### src/rtl/mux4_rr_arbiter.sv
// mux4_rr_arbiter: round-robin owner of a shared 4:1 data mux with one-hot grant.
// Define MUX_ARB_TIMEOUT_EN to preempt an owner after MAX_HOLD cycles when others wait.
module mux4_rr_arbiter #(
  parameter int size     = 32,
  parameter int MAX_HOLD = 8
) (
  input  logic            clk_i,
  input  logic            rst_i,
  input  logic [3:0]      req_i,
  input  logic [size-1:0] data0_i,
  input  logic [size-1:0] data1_i,
  input  logic [size-1:0] data2_i,
  input  logic [size-1:0] data3_i,
  output logic [3:0]      grant_o,
  output logic [1:0]      select_o,
  output logic            valid_o,
  output logic [size-1:0] data_o
);
  typedef enum logic {IDLE, BUSY} state_t;
  localparam logic [7:0] HOLD_TOP = 8'(MAX_HOLD - 1);
  state_t          r_state;
  logic [1:0]      r_last;
  logic [1:0]      r_sel;
  logic [3:0]      r_grant;
  logic            r_valid;
  logic [7:0]      r_hold;
  logic [1:0]      w_base;
  logic [3:0]      w_own;
  logic [3:0]      w_mask;
  logic [1:0]      w_pick;
  logic            w_found;
  logic            w_preempt;
  logic [size-1:0] w_data;
  assign w_base = (r_state == BUSY) ? r_sel : r_last;
  assign w_own  = (r_state == BUSY) ? (4'b0001 << r_sel) : 4'b0000;
  assign w_mask = req_i & ~w_own;
  // Scan from farthest to nearest so the nearest successor of w_base wins.
  always_comb begin
    w_found = 1'b0;
    w_pick  = 2'd0;
    for (int i = 4; i >= 1; i--) begin
      if (w_mask[w_base + 2'(i)]) begin
        w_found = 1'b1;
        w_pick  = w_base + 2'(i);
      end
    end
  end
`ifdef MUX_ARB_TIMEOUT_EN
  assign w_preempt = (r_hold == HOLD_TOP) && w_found;
`else
  assign w_preempt = 1'b0;
`endif
  always_ff @(posedge clk_i or negedge rst_i) begin
    if (!rst_i) begin
      r_state <= IDLE;
      r_last  <= 2'd3;
      r_sel   <= 2'd0;
      r_grant <= 4'b0000;
      r_valid <= 1'b0;
      r_hold  <= 8'd0;
    end else if (r_state == IDLE) begin
      r_hold <= 8'd0;
      if (w_found) begin
        r_state <= BUSY;
        r_sel   <= w_pick;
        r_grant <= 4'b0001 << w_pick;
        r_valid <= 1'b1;
      end
    end else if (!req_i[r_sel] || w_preempt) begin
      r_last <= r_sel;
      r_hold <= 8'd0;
      if (w_found) begin
        r_sel   <= w_pick;
        r_grant <= 4'b0001 << w_pick;
      end else begin
        r_state <= IDLE;
        r_grant <= 4'b0000;
        r_valid <= 1'b0;
      end
    end else if (r_hold != HOLD_TOP) begin
      r_hold <= r_hold + 8'd1;
    end
  end
  assign w_data   = r_sel[1] ? (r_sel[0] ? data3_i : data2_i) : (r_sel[0] ? data1_i : data0_i);
  assign data_o   = r_valid ? w_data : '0;
  assign grant_o  = r_grant;
  assign select_o = r_sel;
  assign valid_o  = r_valid;
endmodule

### config.mk
export PLATFORM = sky130hd
export DESIGN_NAME = mux4_rr_arbiter
export DESIGN_NICKNAME = d
export VERILOG_FILES = /design/src/rtl/mux4_rr_arbiter.sv
export SDC_FILE = /design/constraint.sdc
export NUM_CORES = 1
export LEC_CHECK = 0
export BUFFER_PORTS_ARGS = -buffer_cell sky130_fd_sc_hd__buf_4
export CAP_MARGIN = 30
export CELL_PAD_IN_SITES_DETAIL_PLACEMENT = 2
export CELL_PAD_IN_SITES_GLOBAL_PLACEMENT = 2
export CORE_MARGIN = 1.5
export CORE_UTILIZATION = 20
export CTS_CLUSTER_DIAMETER = 200
export DETAILED_ROUTE_END_ITERATION = 16
export PLACE_DENSITY_LB_ADDON = 0.1
export SLEW_MARGIN = 20
export SYNTH_ARGS = -nofsm -noshare
export SYNTH_HDL_FRONTEND = slang
export SYNTH_SLANG_ARGS = --single-unit
export TNS_END_PERCENT = 10
### constraint.sdc
create_clock -name clk_i -period 6.1 [get_ports clk_i]
set_input_delay 0 -clock clk_i [delete_from_list [all_inputs] [get_ports clk_i]]
set_output_delay 0 -clock clk_i [all_outputs]
set_load 0.03 [all_outputs]
==> impl_metrics.tcl <==
set metrics [dict create \
    arrival_ps 2810 \
    gp_congestion 0.7818 \
    drv_slew 0 \
    hold_path.class "in2async" \
    grt_pass1_vias 2193 \
    cpMaxStageDelayCell "dfrtp_1" \
    drt_iter0_drc 50 \
    core-area_sq_um 8258 \
    clk_pin_slew_ps 50 \
    fp.dieArea_sq_um 9161 \
    crit_buf_inv 1 \
    ys_seq_area_share_pct 14.70 \
    peakVddDrop_v 0.0001874 \
    initial_core_util_pct 20.82 \
    synth_cell_types 38 \
    areaGrowthSynthToFinish_pct 83.70 \
    min_period_ps 2632 \
    cts_tree "done" \
    yosys.area.top_type "mux4_2" \
    synth_area_leaders "mux4_2 43%, and2_1 13%, dfrtp_1 12%, dfstp_2 3.1%, mux2i_1 2.9%" \
    die_y_um 95.72 \
    r2r-end "grant_o[2]$_DFFE_PN0P_" \
    grt.total_usage_pct 17.50 \
    worstPathCellList "buf_4 > mux4_2 > nand2_1 > o41ai_2 > nor3_1 > a22o_2" \
    synth-edff-count 0 \
    yosys-top-cells-count "35 x and2_1, 33 x mux4_2, 8 x dfrtp_1, 7 x buf_2, 7 x clkbuf_1" \
    final_util_pct 38.24 \
    yosys_warnings 0 \
    ios 173 \
    drt_wl_total_um 8650 \
    cp_max_fo 28 \
    grt_max_degree 36 \
    drc_errors 0 \
    setup.worst_path.class "reg2reg" \
    cts_sinks 10 \
    viasPerCell 4.776 \
    grt_setup_unrepaired "no" \
    synthArstFlopShare_pct 100.0 \
    skew_ps 1.451 \
    syn_area_sq_um 1719 \
    finalHoldViolCount 0 \
    rrSetupSlack_ps 3470 \
    synthMostInstantiatedCell "and2_1" \
    outcome "finished, final reports clean" \
    drv_cap 0 \
    setup_violations 0 \
    dp_cells 409 \
    postRouteAntennaNets 0 \
    die_w_um 95.72 \
    required_ps 6280 \
    clk_path_buf_depth 2 \
    fp-row-count 33 \
    cellLeakagePower_uw 0.001476 \
    cp-end-kind "flop" \
    ff2ff_path_depth 6 \
    start_kind "flop" \
    synth_top_area_share_pct 43.23 \
    powerDensity_nw_per_um2 418.1 \
    regToRegStartpoint "select_o[1]$_DFFE_PN0P_" \
    antenna_cells 0 \
    avgRoutedWirePerCell_um 20.84 \
    syn-instance-count 146 \
    path_delay_family "flip-flops" \
    drive_gt1_share_pct 73.23 \
    via_count 1982 \
    htreeDepth 1 \
    grt_pass1_wl_um 12120 \
    period_share_pct 43.14 \
    synthFlopType "dfrtp_1" \
    nNetsFinal 445 \
    cts.repair.resized 0 \
    port_buffers 172 \
    cts_setup_buffers 0 \
    layoutNonFillerInstCount 415 \
    cpPeakStageDelay_ps 730 \
    dp_hpwl_um 7172 \
    syn_avg_cell_area_sq_um 11.77 \
    post_dp_cell_area_sq_um 3078 \
    worstMarginPinSlew_ps 650.4 \
    ys_ff_latch 10 \
    clk_latency_ps 240 \
    tns_ps 0 \
    clock.fmax_mhz 380.0 \
    syn_nets 280 \
    fin_area_sq_um 3158 \
    cts_buffers 3 \
    root_buffer "clkbuf_8" \
    grt.overflow.total 0 \
    antenna_found_initial 0 \
    relSlewSlack_pct 56.64 \
    firstDrtPassIters 4 \
]
==> registers in the layout, indices dropped and copies added, names as in the netlist <==
name / flops
r_state: 1
r_last: 2
valid_o: 1
select_o: 2
grant_o: 4
==> cells by family after synthesis <==
kind of cell | Yosys count | synth area share [%]
AND/OR/NAND/NOR | 51 | 18.56
AO/OA/AOI/OAI | 23 | 11.14
buffers and inverters | 18 | 5.095
multiplexers | 44 | 50.51
flip-flops | 10 | 14.70
==> report_power, final <==
part | switching (uW) | internal [uW]
Combinational | 538 | 529
Sequential | 68.7 | 101
Clock | 27.0 | 56.8
==> routing by layer <==
layer / GRT usage (%) / share of wire (%)
met1: 20.05 / 38
met2: 32.10 / 52
met3: 6.161 / 10
met4: 1.838 / 0.12
met5: 0 / 0
==> area by class of cell <==
| type | instances | area (sq um) |
|---|---|---|
| Timing Repair Buffer | 176 | 1331 |
| Fill cell | 910 | 5100 |
| Multi-Input combinational cell | 118 | 1379 |
| Clock buffer | 4 | 55.05 |
| Inverter | 2 | 7.507 |
| Sequential cell | 10 | 254.0 |
| Tap cell | 105 | 131.4 |
==> repair_timing <==
action | 4_1_cts | 5_1_grt
setup endpoints to repair | 0 | 0
endpoints found under the hold margin | 10 | 0
hold buffers | 1 | 0
==> per-stage QoR <==
step                      total power [uW]  worst slack, ps  hold slack [ps]
after global placement                1232             3569           -160.9
after global routing                  1416             3245            150.5
after CTS                             1337             3447            125.3
after floorplan                      909.3             3931           -295.6
after detailed placement              1248             3470           -160.0
final                                 1320             3468            126.7
==> worst max path at each step <==
stage               depth (start not counted)  slack, ps                endpoint                    start
floorplan                                   6       3930  grant_o[2]$_DFFE_PN0P_  select_o[0]$_DFFE_PN0P_
global placement                            6       3570  grant_o[3]$_DFFE_PN0P_  select_o[1]$_DFFE_PN0P_
detailed placement                          6       3470  grant_o[2]$_DFFE_PN0P_  select_o[1]$_DFFE_PN0P_
CTS                                         6       3450  grant_o[2]$_DFFE_PN0P_  select_o[1]$_DFFE_PN0P_
global route                                6       3250  grant_o[3]$_DFFE_PN0P_  select_o[1]$_DFFE_PN0P_
finish                                      6       3470  grant_o[2]$_DFFE_PN0P_  select_o[1]$_DFFE_PN0P_
==> cells in the final DEF, fill, tap and decap left out, drive strengths merged, types with 3 or more instances in the layout <==
cell type,count
mux2i,5
mux4,33
nand2,3
a21oi,3
dfrtp,8
o21ai,4
and2,35
clkbuf,4
mux2,6
buf,175
Power figures use the tool's default switching activity.
